`config.mk`:
```
export PLATFORM = sky130hd
export DESIGN_NAME = uart_tx_ctrl
export DESIGN_NICKNAME = d
export VERILOG_FILES = /design/src/rtl/uart_pkg.sv /design/src/rtl/uart_baud_gen.sv /design/src/rtl/uart_tx_ctrl.sv
export SDC_FILE = /design/constraint.sdc
export NUM_CORES = 1
export LEC_CHECK = 0
export ABC_AREA = 1
export ABC_CLOCK_PERIOD_IN_PS = 3200
export CAP_MARGIN = 10
export CORE_ASPECT_RATIO = 0.8
export CORE_MARGIN = 3
export CORE_UTILIZATION = 45
export CTS_BUF_LIST = sky130_fd_sc_hd__clkbuf_16
export DETAILED_ROUTE_END_ITERATION = 7
export GPL_TIMING_DRIVEN = 0
export PLACE_DENSITY_LB_ADDON = 0.3
export SLEW_MARGIN = 40
export SYNTH_ARGS = -nofsm -noshare
export SYNTH_HDL_FRONTEND = slang
export SYNTH_SLANG_ARGS = --single-unit
```
`constraint.sdc`:
```
create_clock -name clk -period 3.2 [get_ports clk]
set_clock_uncertainty 0.05 [all_clocks]
set_input_delay 0.64 -clock clk [delete_from_list [all_inputs] [get_ports clk]]
set_output_delay 0.64 -clock clk [all_outputs]
set_load 0.005 [all_outputs]
```
`src/rtl/uart_pkg.sv`:
```
// Shared UART definitions: parity_type encodings and TX sequencer state codes.
package uart_pkg;

    localparam logic [1:0] PAR_NONE = 2'b00;
    localparam logic [1:0] PAR_EVEN = 2'b10;

    localparam logic [2:0] ST_IDLE   = 3'd0;
    localparam logic [2:0] ST_START  = 3'd1;
    localparam logic [2:0] ST_DATA   = 3'd2;
    localparam logic [2:0] ST_PARITY = 3'd3;
    localparam logic [2:0] ST_STOP   = 3'd4;

endpackage

```
`src/rtl/uart_baud_gen.sv`:
```
// Bit-period counter: ticks on the last cycle of each CLKS_PER_BIT period, restarts on clear.
module uart_baud_gen
    import uart_pkg::*;
#(
    parameter int unsigned CLKS_PER_BIT = 4
) (
    input  logic clk,
    input  logic rst,
    input  logic clear,
    output logic tick
);

    localparam int unsigned CNT_W = (CLKS_PER_BIT > 1) ? $clog2(CLKS_PER_BIT) : 1;

    logic [CNT_W-1:0] cnt;

    assign tick = (cnt == CNT_W'(CLKS_PER_BIT - 1));

    always_ff @(posedge clk) begin
        if (rst || clear || tick) begin
            cnt <= '0;
        end else begin
            cnt <= cnt + 1'b1;
        end
    end

endmodule

```
`src/rtl/uart_tx_ctrl.sv`:
```
// UART transmit sequencer: start, 8 data bits LSB-first, optional parity, stop bit(s).
// Define UART_TX_STOP2_EN to send two stop bits instead of one.
module uart_tx_ctrl
    import uart_pkg::*;
#(
    parameter int unsigned CLK_FREQ = 50_000_000,
    parameter int unsigned BAUD     = 115_200
) (
    input  logic       clk,
    input  logic       rst,
    input  logic       tx_valid,
    input  logic [7:0] tx_data,
    input  logic [1:0] parity_type,
    output logic       tx_ready,
    output logic       tx_serial,
    output logic       tx_busy,
    output logic       tx_done
);

    localparam int unsigned CLKS_PER_BIT = CLK_FREQ / BAUD;

`ifdef UART_TX_STOP2_EN
    localparam logic STOP_LAST = 1'b1;
`else
    localparam logic STOP_LAST = 1'b0;
`endif

    logic [2:0] state;
    logic [2:0] next_state;
    logic [7:0] data_q;
    logic [1:0] ptype_q;
    logic [2:0] bit_idx;
    logic       stop_idx;
    logic       done_q;
    logic       tick;
    logic       clear;

    // Counter is held cleared in IDLE and on every transition so each bit starts fresh.
    assign clear = (state == ST_IDLE) || (next_state != state);

    uart_baud_gen #(
        .CLKS_PER_BIT(CLKS_PER_BIT)
    ) u_baud (
        .clk  (clk),
        .rst  (rst),
        .clear(clear),
        .tick (tick)
    );

    always_comb begin
        next_state = state;
        case (state)
            ST_IDLE:   if (tx_valid) next_state = ST_START;
            ST_START:  if (tick) next_state = ST_DATA;
            ST_DATA:   if (tick && bit_idx == 3'd7)
                           next_state = (ptype_q == PAR_NONE) ? ST_STOP : ST_PARITY;
            ST_PARITY: if (tick) next_state = ST_STOP;
            ST_STOP:   if (tick && stop_idx == STOP_LAST) next_state = ST_IDLE;
            default:   next_state = ST_IDLE;
        endcase
    end

    always_ff @(posedge clk) begin
        if (rst) begin
            state    <= ST_IDLE;
            data_q   <= '0;
            ptype_q  <= PAR_NONE;
            bit_idx  <= '0;
            stop_idx <= 1'b0;
            done_q   <= 1'b0;
        end else begin
            state  <= next_state;
            done_q <= (state == ST_STOP) && (next_state == ST_IDLE);
            if (state == ST_IDLE && tx_valid) begin
                data_q  <= tx_data;
                ptype_q <= parity_type;
            end
            if (state != ST_DATA) begin
                bit_idx <= '0;
            end else if (tick) begin
                bit_idx <= bit_idx + 3'd1;
            end
            if (state != ST_STOP) begin
                stop_idx <= 1'b0;
            end else if (tick && next_state == ST_STOP) begin
                stop_idx <= 1'b1;
            end
        end
    end

    always_comb begin
        tx_serial = 1'b1;
        case (state)
            ST_START:  tx_serial = 1'b0;
            ST_DATA:   tx_serial = data_q[bit_idx];
            ST_PARITY: tx_serial = ptype_q[0] ? ~^data_q : ^data_q;
            default:   tx_serial = 1'b1;
        endcase
    end

    assign tx_ready = (state == ST_IDLE);
    assign tx_busy  = (state != ST_IDLE);
    assign tx_done  = done_q;

endmodule

```
==> results of run 1 <==
placed cells by master (no fill, tap or decap), drive strengths merged:
master          n
xor2           10
xnor2           5
a21oi          15
nor3            2
clkdlybuf4s50  16
nor4            1
ha              4
nand2          43
inv            24
o211ai          2
dfxtp          27
a31oi           2
nor2           30
nand3          18
clkbuf          5
nand4           2
o21ai          10
buf             1
sequential cells by signal, indices dropped and copies added, names as in the netlist:
signal / count
bit_idx: 3
tx_done: 1
u_baud.cnt: 9
data_q: 8
ptype_q: 2
stop_idx: 1
state: 3
tightest hold or removal path: stages (launching register included):
cell and delay (ps):
dfxtp_1 310, nand2_1 60, a21oi_1 50
report_power, final:
part	switching, mW	internal (mW)
Combinational	0.0543	0.0494
Sequential	0.0138	0.348
Clock	0.109	0.167
Total	0.177	0.565
path summary, 6_finish.rpt:
| check | from | to |
|---|---|---|
| worst max-delay path | bit_idx[0] | tx_serial |
| worst min-delay path | ptype_q[1] | ptype_q[1] |
| worst max register to register | u_baud.cnt[0] | state[1] |
| worst min register to register | ptype_q[1] | ptype_q[1] |
routing by layer:
metal	vias to the layer above	track usage	wire, um
li1	675	-	-
met2	27	0.242	1260
met4	0	0.0167	12
met3	2	0.0394	112
met1	547	0.229	1580
met5	-	0	0
metrics by stage:
step | util | power, mW | instance area [um2] | hold WS (ps)
5_1_grt | 0.597 | 0.775 | 1740 | 460
3_5_place_dp | 0.570 | 0.472 | 1660 | 415
6_report | 0.597 | 0.742 | 1740 | 421
3_3_place_gp | 0.570 | 0.470 | 1660 | 407
2_1_floorplan | - | 0.434 | 1450 | 389
4_1_cts | 0.597 | 0.748 | 1740 | 424
cell type report:
cell class | count | share of cell area
Buffer | 3 | 0.0108
Clock buffer | 3 | 0.0432
Clock inverter | 1 | 0.00216
Inverter | 23 | 0.0496
Multi-Input combinational cell | 144 | 0.464
Sequential cell | 27 | 0.311
Tap cell | 38 | 0.0273
Timing Repair Buffer | 16 | 0.0921
synth_stat cells:
cell type / count / area (um2)
a21oi_1: 15 / 75.1
a31oi_1: 2 / 12.5
buf_6: 1 / 11.3
clkbuf_1: 2 / 7.51
dfxtp_1: 27 / 541
ha_1: 4 / 50.1
inv_1: 21 / 78.8
inv_2: 2 / 7.51
nand2_1: 36 / 135
nand2_2: 5 / 31.3
nand2_4: 2 / 22.5
nand3_1: 18 / 90.1
nand4_2: 2 / 25.0
nor2_1: 26 / 97.6
nor2_2: 2 / 12.5
nor2_4: 1 / 11.3
nor2_8: 1 / 20.0
nor3_1: 1 / 5.00
nor3_4: 1 / 16.3
nor4_1: 1 / 6.26
o211ai_1: 2 / 15.0
o21ai_0: 10 / 50.1
xnor2_1: 5 / 43.8
xor2_1: 10 / 87.6
logic make-up (layout without fill, tap and decap cells):
group,Yosys count,count (layout),synth area share
xor gates and xnor gates,15,15,0.0904
buffers and inverters,26,46,0.0724
and+or+nand+nor,96,96,0.326
AOI/OAI and AO/OA,29,29,0.105
adders and majority gates,4,4,0.0345
DFF,27,27,0.372
==> impl_metrics.ini, run 1 <==
[yosys]
ys_seq_area_frac = 0.372
synthCells = 197
synthesis.nets = 214
synth_cell_type_count = 24
ys_ff_latch = 27
post_synth_instance_area_mm2 = 0.00145
yosys_warnings = 0
syn_avg_cell_area_um2 = 7.37

[floorplanning]
die_area_mm2 = 0.00395
die_w_um = 69.5
ios = 17
num_rows = 17
core_area_mm2 = 0.00291
start_util = 0.498
die_height_um = 56.8

[critical_path]
path_depth = 9
reg2regPathDepth = 8
critical_path_class = register to output port
crit_family = buffers and inverters
crit_path_max_fanout = 9
critPathMaxStageDelay_ps = 440
cp_cell_sequence = clkbuf_1 -> a21oi_1 -> o21ai_0 -> nand3_1 -> nand3_1 -> nand3_1 -> inv_1 -> nand2_1 -> clkdlybuf4s50_1
slowest_stage = clkdlybuf4s50_1
crit_path_frequent_cell = nand3_1
cp.buffers_inverters = 3
r2r_setup_slack_ps = 1610
end_kind = output port
worst_setup_path_start_kind = register
crit_required_ps = 2510
worst_ep_arrival_time_ps = 1890

[global_route]
grt_max_degree = 15
antenna_found_initial = 0
grt-ovfl-total = 0
grt_pass1_vias = 1130
grt_first_pass_wirelength_um = 5090
grt_usage = 0.158

[detailed_routing]
drc = 0
drt-total-wl_um = 2960
vias = 1251
dr.pass1.iters = 4
ant_nets = 0
via_per_inst = 4.91
wl_per_cell_um = 11.6
initialDrtViolationCount = 52

[finish]
area_growth_pct = 19.7
drive_gt1_frac = 0.0922
seqCellArea_um2 = 541
multi_input_area_um2 = 807
finish.net_count = 235
diodes = 0
fillers = 277
fin_cells = 255

[place]
port_buffers = 16
place_hpwl_um = 2240
gp_congestion = 0.829
dp_cells = 251
pre_cts_ws_ps = 931

[clock_tree]
clock_sinks = 27
clkLatencyLatePin_ps = 260
cts_resized = 0
clkTransAtPathRegs_ps = 60
tritoncts = done
h-tree-depth = 1
postCtsHoldBufs = 0
clock_path_buffers = 2
cts_buffers = 3
cts_setup_buffers = 0
cts-root-buf = clkbuf_16

[min_path]
whs_path_depth = 2
holdCritPathClass = register to register

[sta]
grt_setup_unrepaired = no
fmax_mhz = 387
finalSetupViolCount = 0
report.final.slew_viol_count = 0
post-route-period-util = 0.808
tns_ps = 0
relSlewSlack = 0.624
min_period_ps = 2580
timing.final.ws_setup_ps = 615
hold_violations = 0
tightest_slew_ps = 560

[pwr]
vdd_ir_drop_max_uv = 368
power.density_mw_per_mm2 = 427
leakage_nw = 0.710

[flow_run]
maxCapViolCount = 0

[run_status]
status = completed
Power figures use the tool's default switching activity.
==> run 2: changes to the inputs <==
--- a/config.mk
+++ b/config.mk
@@ -6,7 +6,7 @@
 export NUM_CORES = 1
 export LEC_CHECK = 0
 export ABC_AREA = 1
-export ABC_CLOCK_PERIOD_IN_PS = 3200
+export ABC_CLOCK_PERIOD_IN_PS = 2710
 export CAP_MARGIN = 10
 export CORE_ASPECT_RATIO = 0.8
 export CORE_MARGIN = 3
==> constraint.sdc (replaced) <==
create_clock -name clk -period 2.71 [get_ports clk]
set_clock_uncertainty 0.05 [all_clocks]
set_input_delay 0.542 -clock clk [delete_from_list [all_inputs] [get_ports clk]]
set_output_delay 0.542 -clock clk [all_outputs]
set_load 0.005 [all_outputs]
==> results of run 2 <==
Same layout as run 1 (identical final DEF). Status: completed.
Main changes from that run: setup slack after placement 931 ps -> 539 ps; setup slack after layout 615 ps -> 223 ps; register-to-register setup slack 1610 ps -> 1120 ps; total power 0.742 mW -> 0.876 mW; worst IR drop on VDD 368 uV -> 434 uV
==> RTL change 1: new RTL, settings of run 1 <==
Reset style: asynchronous (`rst`), changed in one clocked block.
--- a/src/rtl/uart_tx_ctrl.sv
+++ b/src/rtl/uart_tx_ctrl.sv
@@ -61,5 +61,5 @@
     end
 
-    always_ff @(posedge clk) begin
+    always_ff @(posedge clk or posedge rst) begin
         if (rst) begin
             state    <= ST_IDLE;
Function: differs if rst is asserted again (counterexample within 4 cycles, from zero or initial values and one cycle with rst high); with rst held inactive, the same outputs for 10 cycles.
==> RTL change 1 against run 1 <==
Final area rose by 5.8%. Core utilization fell by 2.2 points. Sequential share of layout area rose by 3.2 points. Synthesized area up 6.6%. Worst setup slack worse by 0.078 ns. Wire length fell by 2.2%. Sequential cell count is the same. Critical endpoint unchanged. Highest routed layer unchanged.
Power is not compared: it rests on default switching activity, and its combinational part moved more than twofold at a synthesized area within 25%.
==> RTL change 1: results (changes against run 1) <==
Clock tree
  • Root Buffer: clkbuf_16
  • Post_cts resized: 0 (unchanged)
  • Num CTS Buffers: 3 (unchanged)
  • CTS Buffer Depth: 2 (unchanged)
  • H-tree levels: 1 (unchanged)
  • Postcts setup bufs: 0 (unchanged)
  • Worst skew pair latency: 0.26 ns (about the same)

Setup path
  • Reg2reg setup slack: 1.64 ns (+0.03 ns)
  • Critical-path top delay cell: clkdlybuf4s50_1
  • Worst EP arrival: 1.97 ns (+0.08 ns)
  • Worst Path Max Fanout: 8 (-1)
  • Crit path largest cell delay: 0.49 ns (+0.05 ns)
  • Critical Path Sink: tx_serial
  • Crit path from: state[2]$_DFF_PP0_
  • R2r worst-path depth: 9 (+1)
  • R2r endpoint: u_baud.cnt[1]$_SDFF_PP0_
  • Delay-heaviest family, CP: simple AND/OR/NAND/NOR gates
  • Reg-to-reg startpoint: u_baud.cnt[0]$_SDFF_PP0_

Global route
  • Number of global-route vias before repair: 1122 (-0.71%)
  • GRT Util Overall: 0.154 (-0.00354)
  • First-pass GRT wire length: 5050 um (-0.82%)
  • Pin count of the biggest net entering global routing: 19 (+4)
  • Initial antenna violation count: 0 (unchanged)

Yosys
  • Post-synthesis async set-or-reset flop share: 0.667 (+0.667)
  • Synth Area in Adders: 0.0323 (-0.00214)
  • Post-synthesis compound-gate area fraction: 0.0687 (-0.0364)
  • Multiplexer share of the synthesized area: 0 (unchanged)
  • Seq/Total Area, Yosys: 0.407 (+0.0350)
  • Largest cells by area after synthesis: dfrtp_1, nand2_1, dfxtp_1
  • Yosys warning total: 0 (unchanged)
  • Synth cell count leaders: nand2_1, inv_1, dfrtp_1
  • Synth Area in XOR/XNOR: 0.0509 (-0.0396)
  • Distinct cell type count after synthesis: 27 (+13%)
  • Post-Syn Nets: 215 (+0.47%)

Finish
  • Final nets: 236 (+0.43%)
  • ANT cells: 0 (unchanged)
  • Layout cells sized above 1: 0.151 (+0.0592)
  • Biggest registers after layout: u_baud.cnt (9), data_q (8)
  • # fillers: 300 (+8.3%)

Detailed routing
  • Initial DRC Count: 62 (+19%)
  • WL/cell: 11.2 um (-3.3%)
  • Drt first pass iters: 4 (unchanged)
  • Vias/cell: 4.75 (-3.1%)

Run status
  • Status: finished clean

STA
  • Least-Margin Pin Slew: 0.740 ns (+0.180 ns)

Placed design
  • Post-DP HPWL: 2270 um (+1.0%)
  • Placed Area: 1760 um^2 (+6.0%)
  • Routability cong.: 0.823 (-0.75%)
  • # port buffers: 16 (unchanged)

Hold path
  • Hold/Removal Path Class: reg2reg

Power and ir drop
  • P_leak: 0.841 nW
## RTL change 1: cell count changes in the layout (fill, tap and decap cells not counted), sizes merged, moves of 4 or more
cell / run 1 / this run
o21ai: 10 / 14
a21oi: 15 / 5
inv: 24 / 30
nand2: 43 / 60
dfxtp: 27 / 9
dfrtp: 0 / 18
nor2: 30 / 26
## RTL change 1: logic make-up (layout without fill, tap and decap cells)
group,Yosys count,count (layout)
buffers and inverters,31,51
adder cells (fa/ha/maj),4,4
AO/OA/AOI/OAI,20,20
AND/OR/NAND/NOR,107,107
XOR/XNOR,9,9
flip-flops,27,27
## RTL change 1: worst register-to-register path: cells and delay by family (launching register included)
kind                       cells  cell delay, ns
adders and majority gates      1            0.21
DFF                            1            0.39
and+or+nand+nor                8            0.84
## RTL change 1: worst min path at each step
stage	endpoint	startpoint	cells past startpoint
global placement	u_baud.cnt[0]$_SDFF_PP0_	u_baud.cnt[0]$_SDFF_PP0_	1
detailed placement	u_baud.cnt[0]$_SDFF_PP0_	u_baud.cnt[0]$_SDFF_PP0_	1
floorplan	u_baud.cnt[0]$_SDFF_PP0_	u_baud.cnt[0]$_SDFF_PP0_	1
finish	u_baud.cnt[0]$_SDFF_PP0_	u_baud.cnt[0]$_SDFF_PP0_	1
CTS	u_baud.cnt[0]$_SDFF_PP0_	u_baud.cnt[0]$_SDFF_PP0_	1
global route	u_baud.cnt[0]$_SDFF_PP0_	u_baud.cnt[0]$_SDFF_PP0_	1
## RTL change 1: metal layers
layer  global-route usage  up-vias  part of all wire
li1                     -      658                 -
met1                0.228      548              0.55
met2                0.229       18              0.41
met3               0.0427        2             0.037
met4               0.0241        0            0.0066
met5                    0        -                 0
## RTL change 1: layout make-up
cell class,instances,area share
Multi-Input combinational cell,140,0.434
Sequential cell,27,0.343
Timing Repair Buffer,16,0.0871
Inverter,30,0.0612
Clock buffer,3,0.0408
Tap cell,40,0.0272
Buffer,1,0.00408
Clock inverter,1,0.00272
## RTL change 1: through the flow
step            util  instances  hold WS [ns]  power [W]  worst slack, ns
2_1_floorplan      -        198         0.393   0.000369             1.48
3_3_place_gp   0.550        254         0.410   0.000388            0.880
3_5_place_dp   0.550        254         0.418   0.000388            0.840
4_1_cts        0.575        258         0.434   0.000668            0.558
5_1_grt        0.575        258         0.456   0.000684            0.420
6_report       0.575        258         0.431   0.000661            0.538
## RTL change 1: where the power goes
group | switching [W] | total [W] | internal [W]
logic | 0.0000158 | 0.0000347 | 0.0000189
clock network | 0.000112 | 0.000281 | 0.000168
registers | 0.00000324 | 0.000346 | 0.000343
==> RTL change 2: new RTL, flow settings as in run 1 <==
Made on the original files. The parameter `CLK_FREQ` goes from 50_000_000 to 100_000_000.
--- a/src/rtl/uart_tx_ctrl.sv
+++ b/src/rtl/uart_tx_ctrl.sv
@@ -4,5 +4,5 @@
     import uart_pkg::*;
 #(
-    parameter int unsigned CLK_FREQ = 50_000_000,
+    parameter int unsigned CLK_FREQ = 100_000_000,
     parameter int unsigned BAUD     = 115_200
 ) (
Check against the original RTL: no difference found for any inputs over 10 cycles, from zero or initial values and one cycle with rst high; that may be too few to reach the edited logic, so the function may still have changed.
==> RTL change 2 against run 1 <==
Critical endpoint unchanged. Synthesized area is 3.7% higher. Clock power rose by 33%. Sequential cell count up 1. Die area rose by 3.3%. Hold slack got worse by 0.021 ns. Wire length shrank 7.8%. Worst setup slack worse by 0.020 ns. Critical path depth unchanged. Via count shrank 3.7%. Final area is 4.7% higher. Critical path type unchanged. Power grew 13%. Non-clock buffer count down 1. First-iteration DRC count down 35%.
==> RTL change 2: results (changes against run 1) <==
Power and ir drop
  • P_leak: 0.663 nW (-6.6%)
  • NetSw: 0.000180 W (+1.3%)
  • Combinational power: 0.0000994 W (-4%)
  • Worst vdd ir: 0.295 mV (-20%)

Global route
  • First-pass GRT wire length: 4850 um (-4.8%)
  • GRT Util Overall: 0.149 (-0.00893)
  • Pin count of the biggest net entering global routing: 17 (+2)

Yosys
  • Post-Syn Nets: 213 (-0.47%)
  • Mean Syn Cell Area: 7.65 um^2 (+3.7%)

Finish
  • # fillers: 316 (+14%)
  • Area of the multi-input gates: 828 um^2 (+2.6%)
  • Seq area share: 0.308 (-0.00310)
  • Post-layout util: 0.578 (-0.0190)
  • Inverters, non-clock: 29 (+26%)
  • Signal buffers share of area: 0.0927 (-0.0102)
  • Layout clock area frac: 0.0577 (+0.0124)

Setup path
  • R2r worst-path depth: 10 (+2)
  • Worst EP arrival: 1.91 ns (+0.02 ns)
  • Crit path largest cell delay: 0.49 ns (+0.05 ns)
  • Reg2reg setup slack: 1.50 ns (-0.11 ns)

Detailed routing
  • WL/cell: 10.6 um (-8.5%)
  • Initial DRC Count: 34 (-35%)

Placed design
  • Pre-CTS WS: 0.888 ns (-0.0433 ns)
  • Dpl cells: 253 (+0.80%)
  • Post-DP HPWL: 2140 um (-4.6%)

Run status
  • Status: finished clean

STA
  • Setup ws final: 0.596 ns (-0.0197 ns)
  • Worst hold slack: 0.400 ns (-0.0212 ns)

Hold path
  • Hold Crit Endpoint: u_baud.cnt[0]$_SDFF_PP0_
  • Min-delay src: u_baud.cnt[0]$_SDFF_PP0_
  • Hold-critical path depth: 1 (-1)
## RTL change 2: cell count changes in the layout (fill, tap and decap cells not counted), moves of 5 or more
cell / run 1 / this run
nor2_1: 26 / 12
nor2_4: 1 / 6
nor2_2: 2 / 12
nand2_1: 36 / 29
## RTL change 2: kinds of logic (layout without fill, tap and decap cells)
logic type                 after synthesis  in the layout  share of synthesized area
DFF                                     28             28                      0.372
AOI/OAI and AO/OA                       29             29                      0.101
buffers and inverters                   31             51                     0.0781
and+or+nand+nor                         93             93                      0.348
xor gates and xnor gates                13             13                     0.0756
adders and majority gates                3              3                     0.0249
## RTL change 2: layer usage
| metal | GRT usage | share of wire |
|---|---|---|
| met1 | 0.226 | 0.57 |
| met2 | 0.211 | 0.39 |
| met3 | 0.0416 | 0.035 |
| met4 | 0.0241 | 0.0051 |
| met5 | 0 | 0 |
